$ cat src/rtl/mem_readback.sv
// Memory readback streamer: reads a run of words and sends each as a
// 3-byte UART frame {SYNC, addr, data}, mirroring the host write frame.
module mem_readback #(
    parameter int unsigned RD_LAT = 1,
    parameter logic [7:0]  SYNC   = 8'hFF
) (
    input  logic       clk_in,
    input  logic       reset,
    input  logic       req,
    input  logic [7:0] req_addr,
    input  logic [7:0] req_len,
    output logic [7:0] mem_addr,
    output logic       mem_rd_en,
    input  logic [7:0] mem_rdata,
    output logic [7:0] tx_data,
    output logic       tx_start,
    input  logic       tx_busy,
    output logic       busy,
    output logic       done
);

    localparam logic [3:0] S_IDLE    = 4'd0;
    localparam logic [3:0] S_RD      = 4'd1;
    localparam logic [3:0] S_RD_WAIT = 4'd2;
    localparam logic [3:0] S_TX_SYNC = 4'd3;
    localparam logic [3:0] S_W_SYNC  = 4'd4;
    localparam logic [3:0] S_TX_ADDR = 4'd5;
    localparam logic [3:0] S_W_ADDR  = 4'd6;
    localparam logic [3:0] S_TX_DATA = 4'd7;
    localparam logic [3:0] S_W_DATA  = 4'd8;
    localparam logic [3:0] S_NEXT    = 4'd9;
    localparam logic [3:0] S_FIN     = 4'd10;

    localparam logic [2:0] LAT = 3'(RD_LAT);

    logic [3:0] state;
    logic [7:0] addr;
    logic [7:0] remaining;
    logic [7:0] data_q;
    logic [2:0] lat_cnt;
    logic       guard;

    // done is decoded from FIN so it lands in the cycle right after acceptance
    // for an empty run, and drops together with the async reset.
    assign done = (state == S_FIN);

    always_ff @(posedge clk_in or posedge reset) begin
        if (reset) begin
            state     <= S_IDLE;
            addr      <= '0;
            remaining <= '0;
            data_q    <= '0;
            lat_cnt   <= '0;
            guard     <= 1'b0;
            mem_addr  <= '0;
            mem_rd_en <= 1'b0;
            tx_data   <= '0;
            tx_start  <= 1'b0;
            busy      <= 1'b0;
        end else begin
            mem_rd_en <= 1'b0;
            tx_start  <= 1'b0;
            case (state)
                S_IDLE: begin
                    if (req) begin
                        addr      <= (req_addr == 8'hFF) ? 8'hFE : req_addr;
                        remaining <= req_len;
                        busy      <= 1'b1;
                        state     <= (req_len == 8'd0) ? S_FIN : S_RD;
                    end
                end
                S_RD: begin
                    mem_addr  <= addr;
                    mem_rd_en <= 1'b1;
                    lat_cnt   <= '0;
                    state     <= S_RD_WAIT;
                end
                // lat_cnt is 0 in the strobe cycle; data is valid once it reaches LAT
                S_RD_WAIT: begin
                    if (lat_cnt == LAT) begin
                        data_q <= (mem_rdata == SYNC) ? SYNC - 8'd1 : mem_rdata;
                        state  <= S_TX_SYNC;
                    end else begin
                        lat_cnt <= lat_cnt + 3'd1;
                    end
                end
                S_TX_SYNC: begin
                    if (!tx_busy) begin
                        tx_data  <= SYNC;
                        tx_start <= 1'b1;
                        guard    <= 1'b1;
                        state    <= S_W_SYNC;
                    end
                end
                S_W_SYNC: begin
                    if (guard)         guard <= 1'b0;
                    else if (!tx_busy) state <= S_TX_ADDR;
                end
                S_TX_ADDR: begin
                    if (!tx_busy) begin
                        tx_data  <= addr;
                        tx_start <= 1'b1;
                        guard    <= 1'b1;
                        state    <= S_W_ADDR;
                    end
                end
                S_W_ADDR: begin
                    if (guard)         guard <= 1'b0;
                    else if (!tx_busy) state <= S_TX_DATA;
                end
                S_TX_DATA: begin
                    if (!tx_busy) begin
                        tx_data  <= data_q;
                        tx_start <= 1'b1;
                        guard    <= 1'b1;
                        state    <= S_W_DATA;
                    end
                end
                S_W_DATA: begin
                    if (guard)         guard <= 1'b0;
                    else if (!tx_busy) state <= S_NEXT;
                end
                S_NEXT: begin
                    remaining <= remaining - 8'd1;
                    addr      <= (addr == 8'hFE) ? 8'h00 : addr + 8'd1;
                    state     <= (remaining == 8'd1) ? S_FIN : S_RD;
                end
                S_FIN: begin
                    busy  <= 1'b0;
                    state <= S_IDLE;
                end
                default: state <= S_IDLE;
            endcase
        end
    end

endmodule

$ cat config.mk
export PLATFORM = sky130hd
export DESIGN_NAME = mem_readback
export DESIGN_NICKNAME = d
export VERILOG_FILES = /design/src/rtl/mem_readback.sv
export SDC_FILE = /design/constraint.sdc
export NUM_CORES = 1
export LEC_CHECK = 0
export CAP_MARGIN = 20
export CELL_PAD_IN_SITES_DETAIL_PLACEMENT = 1
export CELL_PAD_IN_SITES_GLOBAL_PLACEMENT = 1
export CORE_MARGIN = 5
export CORE_UTILIZATION = 40
export DETAILED_ROUTE_END_ITERATION = 10
export GPL_ROUTABILITY_DRIVEN = 0
export PLACE_DENSITY = 0.89
export SETUP_SLACK_MARGIN = 0.15
export SYNTH_ARGS = -nofsm -noshare
export SYNTH_HDL_FRONTEND = slang
export SYNTH_SLANG_ARGS = --single-unit
$ cat constraint.sdc
create_clock -name clk_in -period 3.6 [get_ports clk_in]
set_clock_uncertainty 0.05 [all_clocks]
set_input_delay 0.54 -clock clk_in [delete_from_list [all_inputs] [get_ports clk_in]]
set_output_delay 0.54 -clock clk_in [all_outputs]
set_load 0.01 [all_outputs]
# Word level (Yosys, flattened, before mapping)
# Cells that the tools add are included.
# word_totals
inputBits,28
ff_bits,51
# classes
n_reduce_logical,16
n_mux,34
eq_ne,28
n_addsub,3
# ops
cell,n
two-way mux 8 bit,8
two-way mux 4 bit,13
one-hot mux 4 bit (10 select lines),1
one-hot mux 8 bit (2 select lines),2
"!= test 2 bit, second input constant",13
"== test 8 bit, second input constant",3
one-hot mux 8 bit (3 select lines),1
"== test 4 x 3 -> 1 bit, second input constant",4
"== test 4 bit, second input constant",3
AND reduction 11 bit,1
AND reduction 2 bit,5
"adder 8 x 1 -> 8 bit, second input constant",1
"== test 4 x 2 -> 1 bit, second input constant",2
"== test 8 x 1 -> 1 bit, second input constant",1
logical NOT 8 bit,1
nonzero test 2 bit,4
"subtractor 8 x 1 -> 8 bit, second input constant",1
one-hot mux 3 bit (2 select lines),1
OR reduction 3 bit,2
two-way mux 1 bit,5
"== test 4 x 1 -> 1 bit, second input constant",1
logical NOT 4 bit,1
one-hot mux 1 bit (2 select lines),2
AND reduction 4 bit,1
4 further kinds,4

# Longest topological paths before layout
# Gate-level depths: netlist (run 1).
# logic_depth
word_depth,4
depth_mapped,7
ltp_nobuf,6

# Least setup slack after synthesis (run 1)
# Ideal clock, no wire load.
# synth_timing
path_kind,register to register
start,register state[0]
end,register data_q[1]
setup_time_ns,0.125
required_time_ns,3.425
n_path_buf,1
stages_incl_launch_ff,5
arrival_ns,1.588
slack_ns,1.837
period_less_slack_ns,1.763
path_cell_list,dfrtp_1 -> or4b_4 -> nand2b_4 -> buf_6 -> mux2_4
# synth_between
elab_chain_len,2
# synth_rtl
element,line,text
"start, declared",36,logic [3:0] state;
"start signal, assigned",69,state <= (req_len == 8'd0) ? S_FIN : S_RD;
"start signal, assigned",126,state <= (remaining == 8'd1) ? S_FIN : S_RD;
== test 4 x 2 -> 1 bit,63,case (state)
AND reduction 2 bit (no source line),n/a,
"end signal, assigned",81,data_q <= (mem_rdata == SYNC) ? SYNC - 8'd1 : mem_rdata;
"end, declared",39,logic [7:0] data_q;
# Every way passes these cells.
# A chain may end at the register's enable or synchronous reset.

# Worst setup path in the final report (run 1)
# layout_timing
start,register state[1]
end,output done
# layout_between
elab_chain_len,1
# layout_rtl
element,line,text
== test 4 bit,45,assign done = (state == S_FIN);
"end, declared",19,output logic done
# Every way passes these cells.

==> results.md, run 1 <==
- Achievable Freq: 355 MHz
- # rows: 30
- Clock Tree Root: clkbuf_8
- Reg2Reg Setup Slack: 1160 ps
- Tot GR Track Use: 18.7%
- Drt via density: 5.61
- Multi-input logic area: 1410 sq um
- Worst Setup SP: state[1]$_DFFE_PP0P_
- Clock transition at the registers of the reported paths: 110 ps
- Reg2reg start: state[1]$_DFFE_PP0P_
- Ports: 48
- CTS max path bufs: 2
- CTS tree: built
- Ant diodes: 0
- Vias in the first global route: 2530
- Global-route wire length before repair: 12900 microns
- Distinct cells, synth: 61
- Crit-path max FO: 22
- Total CTS buffers: 5
- Ys Warns: 0
- Delay-heaviest family, CP: flip-flops
- Hold Vio Cnt, Final: 0
- RSZ-0062 raised after global routing: no
- Pwr Total: 2.92 mW
- Post-CTS Resized: 0
- Async SR Flop Fraction: 100%
- FF+latch area: 1280 sq um
- Register area share after synthesis: 45.5%
- Tmin final: 2820 ps
- Top layer in use: met4
- Filler cells: 752
- HP Class: primary input to async pin
- Met2 WL: 3950 microns
- Initial antenna violation count: 0
- Sink Count: 51
- Max_cap viols: 0
- CP max stage cell: dfrtp_1
- Worst-margin pin slew: 949 ps
- Vert. Die Dim: 93.7 microns
- Later-pin clock latency in the skew report: 320 ps
- Main synth FF type: dfrtp_1
- Met3 wire length: 174 microns
- First-pass DRT Iterations: 4
- Via count: 2301
- I/O Buffers: 47
- Synth-to-Final Area Change: 23.7%
- Required @ worst endpoint: 3010 ps
- Status: finished clean
- Htree depth: 2
- Final WL: 7780 microns
- Hold slack: 373 ps
- Final worst path period share: 78.3%
- Die W: 93.7 microns
- ANT nets after route: 0
- DP Wirelength: 5450 microns
- Lkg Pwr: 1.39 nW
- DRC violations left: 0
- Peak supply drop: 0.355 mV
- # hold bufs at CTS: 0
- Crit path kind: register to output port
- Max_slew headroom: 36.7%
- Final-report setup violation count: 0
- CP Buf/Inv Count: 1
- GRT overflow: 0
- Mean routed wirelength per cell: 19.0 microns
- Worst Setup End Kind: output port
- Nets: 347
- Met1 wire length: 3460 microns
- Syn_nets: 305
- Post-synthesis instance total: 271
- Worst Path Arrival: 2230 ps
- Final TNS setup: 0 ps
- Synth Cell Area: 2800 sq um
- Number of cells on the worst reg-to-reg path: 4
- Die area: 8780 sq um
- CP startpoint kind: register
- Pin count of the biggest net entering global routing: 52
- Postcts setup bufs: 0
- Initial drt markers: 57
- Power Density: 841 nW/um^2
- FF-to-FF End: lat_cnt[1]$_DFFE_PP0P_
- Worst path cell trace: nor3b_1, clkdlybuf4s50_1
- Slew Limit Fails: 0
- Fraction of layout cells with a size suffix above 1: 14.0%
- Starting Density: 41.3%
- Placeable Area: 6790 sq um
- EDFF count, synth: 0
- Post-Syn Area per Cell: 10.3 sq um
- Max stage delay on crit path: 980 ps
- FF+latch count, synth: 51
-- state kept, by name, summed over array words and instances, names as in the netlist --
register   cells
addr           8
busy           1
data_q         8
guard          1
lat_cnt        3
mem_addr       8
mem_rd_en      1
remaining      8
state          4
tx_data        8
tx_start       1
-- worst register-to-register path, stage by stage (launching register included) --
cell and delay (ps):
dfrtp_1 980, or4b_4 600, nor2_2 250, nor2_1 120, mux2_1 330
-- cells in the mapped netlist, types with 2 or more instances --
| master | number | share of area, % |
|---|---|---|
| a32oi_1 | 2 | 0.62 |
| nand3_1 | 6 | 1.1 |
| mux2_2 | 8 | 3.2 |
| nand4_1 | 5 | 1.1 |
| a31oi_1 | 2 | 0.45 |
| nor3_1 | 4 | 0.71 |
| mux2_1 | 2 | 0.80 |
| or3_1 | 3 | 0.67 |
| nor3b_1 | 4 | 1.1 |
| buf_2 | 7 | 1.2 |
| inv_1 | 12 | 1.6 |
| ha_1 | 6 | 2.7 |
| mux2_4 | 7 | 3.7 |
| a221o_1 | 2 | 0.71 |
| dfrtp_1 | 51 | 46 |
| o2bb2ai_1 | 2 | 0.62 |
| nand2b_1 | 4 | 0.89 |
| nor4_1 | 4 | 0.89 |
| o21a_1 | 4 | 1.1 |
| o31ai_1 | 2 | 0.54 |
| a22oi_1 | 2 | 0.54 |
| o41ai_1 | 2 | 0.62 |
| and2_1 | 3 | 0.67 |
| clkbuf_1 | 6 | 0.80 |
| nor2b_1 | 2 | 0.45 |
| nand2_1 | 7 | 0.94 |
| nor2_1 | 24 | 3.2 |
| mux2i_1 | 9 | 3.2 |
| o21ai_0 | 19 | 3.4 |
| a31o_2 | 2 | 0.62 |
| a211oi_1 | 2 | 0.54 |
| a21oi_1 | 27 | 4.8 |
-- stage by stage --
step / std cells / utilization, % / area, sq um / setup WS [ps]
floorplan: 271 / - / 2800 / 1780
global placement: 401 / 49.1 / 3330 / 1150
detailed placement: 401 / 49.1 / 3330 / 1130
CTS: 409 / 50.8 / 3450 / 775
global route: 410 / 51.1 / 3470 / 625
finish: 410 / 51.1 / 3470 / 782
-- worst max path at each step --
stage | end | cells after the start
floorplan | addr[0]$_DFFE_PP0P_ | 1
finish | done | 2
CTS | done | 2
detailed placement | done | 2
global placement | done | 2
global route | done | 2
-- where the power goes --
| part | switching [mW] | internal (mW) | total, mW |
|---|---|---|---|
| clock | 0.222 | 0.211 | 0.433 |
| combinational | 0.609 | 0.674 | 1.28 |
| sequential | 0.366 | 0.838 | 1.20 |
-- kinds of logic (layout without fill, tap and decap cells) --
group / Yosys count / in the layout / synth area share [%]
AO/OA/AOI/OAI: 79 / 79 / 18.3
buffers and inverters: 27 / 70 / 4.33
flip-flops: 51 / 51 / 45.5
XOR/XNOR: 1 / 1 / 0.312
adder cells (fa/ha/maj): 6 / 6 / 2.68
multiplexers: 26 / 26 / 11.0
AND/OR/NAND/NOR: 81 / 81 / 17.8
-- cell type report --
type	instances	share of cell area, %
clock buffer	5	1.98
clock inverter	3	1.37
sequential	51	36.8
multi-input combinational	193	40.5
timing repair buffer	50	14.6
inverter	12	1.30
tap	96	3.46
-- routing by layer --
layer | GRT usage [%] | vias to the layer above
li1 | - | 1088
met1 | 23.8 | 1152
met5 | 0 | -
met2 | 32.0 | 45
met3 | 2.64 | 16
met4 | 7.58 | 0
-- placed cells by master, fill, tap and decap left out, types with 5 or more instances in the layout --
| cell type | netlist | routed |
|---|---|---|
| nor2_1 | 24 | 24 |
| nand2_1 | 7 | 7 |
| nand4_1 | 5 | 5 |
| clkdlybuf4s50_1 | 0 | 47 |
| clkbuf_8 | 0 | 5 |
| a21oi_1 | 27 | 27 |
| ha_1 | 6 | 6 |
| dfrtp_1 | 51 | 51 |
| mux2_4 | 7 | 7 |
| inv_1 | 12 | 11 |
| o21ai_0 | 19 | 19 |
| mux2_2 | 8 | 8 |
| mux2i_1 | 9 | 9 |
| nand3_1 | 6 | 6 |
No activity file was read; power rests on OpenSTA's default activity.
==> run 2: changes to the inputs <==
CORE_UTILIZATION = 37   (was 40)
PLACE_DENSITY = 0.87   (was 0.89)
clock period = 2.3 ns   (was 3.6 ns; I/O delays follow)
==> results.md, run 2 (synthesis results as in run 1) <==
- Total CTS buffers: 5 (unchanged)
- Sequential share of power: 38.0% (-3.2 points)
- Crit path kind: register to register
- # rows: 31 (+3.3%)
- Combinational fraction of design power: 47.6% (+3.7 points)
- Slew Limit Fails: 0 (unchanged)
- Max_slew headroom: 59.9% (+23 points)
- Commonest non-fill, non-tap cell in the layout: dfrtp_1
- I/O Buffers: 47 (unchanged)
- FF-to-FF End: state[3]$_DFFE_PP0P_
- Final Non-Filler Cells: 424 (+3.4%)
- DP Wirelength: 5950 microns (+9.1%)
- Switching Share: 40.6% (-0.35 points)
- Required @ worst endpoint: 2460 ps (-550 ps)
- Tot GR Track Use: 17.2% (-1.6 points)
- Fraction of layout cells with a size suffix above 1: 17.8% (+3.8 points)
- Post-Route Utilization: 48.5% (-2.6 points)
- Final TNS setup: 0 ps (unchanged)
- First-pass DRT Iterations: 4 (unchanged)
- Pre-CTS WS: 251 ps (-883 ps)
- Number of cells on the worst reg-to-reg path: 6 (+2)
- Max_cap viols: 0 (unchanged)
- Worst Path Arrival: 2200 ps (-30 ps)
- Placed insts: 412 (+2.7%)
- Hold Vio Cnt, Final: 0 (unchanged)
- GRT met1 Usage: 21.7% (-2.1 points)
- Final WL: 8090 microns (+3.9%)
- Ports: 48 (unchanged)
- Peak supply drop: 0.543 mV (+53%)
- Synth-to-Final Area Change: 26.7%
- RSZ-0062 raised after global routing: no
- Post-DP Area: 3400 sq um (+1.9%)
- Reg2reg start: lat_cnt[1]$_DFFE_PP0P_
- Mean routed wirelength per cell: 19.1 microns (+0.51%)
- Drt via density: 5.76 (+2.7%)
- Multi-input logic area: 1410 sq um (+0.36%)
- Later-pin clock latency in the skew report: 320 ps (about the same)
- Met3 Track Usage GR: 3.09% (+0.44 points)
- Delay-heaviest family, CP: simple AND/OR/NAND/NOR gates
- P_sw: 1.90 mW (+59%)
- DRC violations left: 0 (unchanged)
- GRT overflow: 0 (unchanged)
- Global-route wire length before repair: 13400 microns (+3.7%)
- Status: finished clean
- Tmin final: 2040 ps
- Placeable Area: 7330 sq um (+7.9%)
- Vert. Die Dim: 97.1 microns (+3.5%)
- Crit-path max FO: 5 (-77%)
- Die W: 97.1 microns (+3.5%)
- Post-route cell area: 3550 sq um (+2.4%)
- Clock transition at the registers of the reported paths: 110 ps (about the same)
- Sink Count: 51 (unchanged)
- Via count: 2443 (+6.2%)
- Initial antenna violation count: 0 (unchanged)
- HP Class: primary input to async pin
- ANT nets after route: 0 (unchanged)
- Reg2Reg Setup Slack: 260 ps (-900 ps)
- CP Buf/Inv Count: 1 (unchanged)
- Filler cells: 804 (+6.9%)
- Power Density: 1320 nW/um^2 (+56%)
- CTS tree: built
- Achievable Freq: 490 MHz
- CP max stage cell: dfrtp_1
- Htree depth: 2 (unchanged)
- Met2 GRT Util: 29.5% (-2.5 points)
- Final worst path period share: 88.7%
- Lkg Pwr: 1.46 nW (+4.8%)
- Starting Density: 38.2% (-3.0 points)
- CTS max path bufs: 2 (unchanged)
- Vias in the first global route: 2649 (+4.7%)
- CP startpoint kind: register
- Pin count of the biggest net entering global routing: 30 (-42%)
- Die area: 9420 sq um (+7.2%)
- Busiest layer in global routing: met2
- Pwr Total: 4.67 mW (+60%)
- Final setup margin: 261 ps (-521 ps)
- # hold bufs at CTS: 0 (unchanged)
- Hold slack: 352 ps (-20.8 ps)
- Internal: 2.77 mW (+61%)
- Ant diodes: 0 (unchanged)
- Worst path cell trace: inv_1, ha_1, nor2b_1, nor2_2, or3_1, o41ai_2
- FF+latch area: 1280 sq um (+0.20%)
- Clk pwr share: 14.3% (-0.5 points)
- Clock Tree Root: clkbuf_8
- Max stage delay on crit path: 420 ps (-560 ps)
- Worst Setup End Kind: register
- Most frequent cells in the layout: 49 x dfrtp_1, 46 x clkdlybuf4s50_1, 27 x a21oi_1
- Initial drt markers: 88 (+54%)
- Final-report setup violation count: 0 (unchanged)
- Nets: 358 (+3.2%)
- Worst-margin pin slew: 601 ps (-348 ps)
-- run 2: worst max-delay path by stage --
stage,slack [ps],start,end,cells after the start
finish,260,lat_cnt[1]$_DFFE_PP0P_,state[3]$_DFFE_PP0P_,6
global placement,330,state[1]$_DFFE_PP0P_,done,2
floorplan,540,state[0]$_DFFE_PP0P_,data_q[1]$_DFFE_PP0P_,4
global route,170,lat_cnt[1]$_DFFE_PP0P_,state[3]$_DFFE_PP0P_,6
CTS,160,state[1]$_DFFE_PP0P_,done,2
detailed placement,250,tx_busy,state[3]$_DFFE_PP0P_,4
-- run 2: cell type report --
| type | count | share of cell area [%] |
|---|---|---|
| Clock inverter | 3 | 1.34 |
| Inverter | 12 | 1.27 |
| Tap cell | 99 | 3.49 |
| Timing Repair Buffer | 61 | 16.3 |
| Sequential cell | 51 | 36.0 |
| Clock buffer | 5 | 1.94 |
| Multi-Input combinational cell | 193 | 39.7 |
-- run 2: worst reg2reg max path, delay by kind of cell (launching register included) --
family | cells | cell delay (ps)
AND/OR/NAND/NOR | 3 | 940
flip-flops | 1 | 420
AO/OA/AOI/OAI | 1 | 350
adder cells (fa/ha/maj) | 1 | 120
buffers and inverters | 1 | 70
-- run 2: routing by layer --
metal / routed length [microns] / up-vias
met4: 162 / 0
li1: - / 1109
met2: 4150 / 69
met5: 0 / -
met3: 317 / 17
met1: 3460 / 1248
-- run 2: power by group through the flow --
| stage | sequential [mW] | clock [mW] | combinational, mW |
|---|---|---|---|
| 3_3_place_gp | 1.76 | 0 | 2.01 |
| 2_1_floorplan | 1.67 | 0 | 1.41 |
| 4_1_cts | 1.80 | 0.679 | 2.15 |
| 5_1_grt | 1.84 | 0.713 | 2.42 |
| 6_report | 1.78 | 0.670 | 2.23 |
| 3_5_place_dp | 1.80 | 0 | 2.14 |
-- run 2: timing repair --
action                     4_1_cts  5_1_grt
setup endpoints to repair        1        3
resized for setup                3        2
setup buffers                    0        4
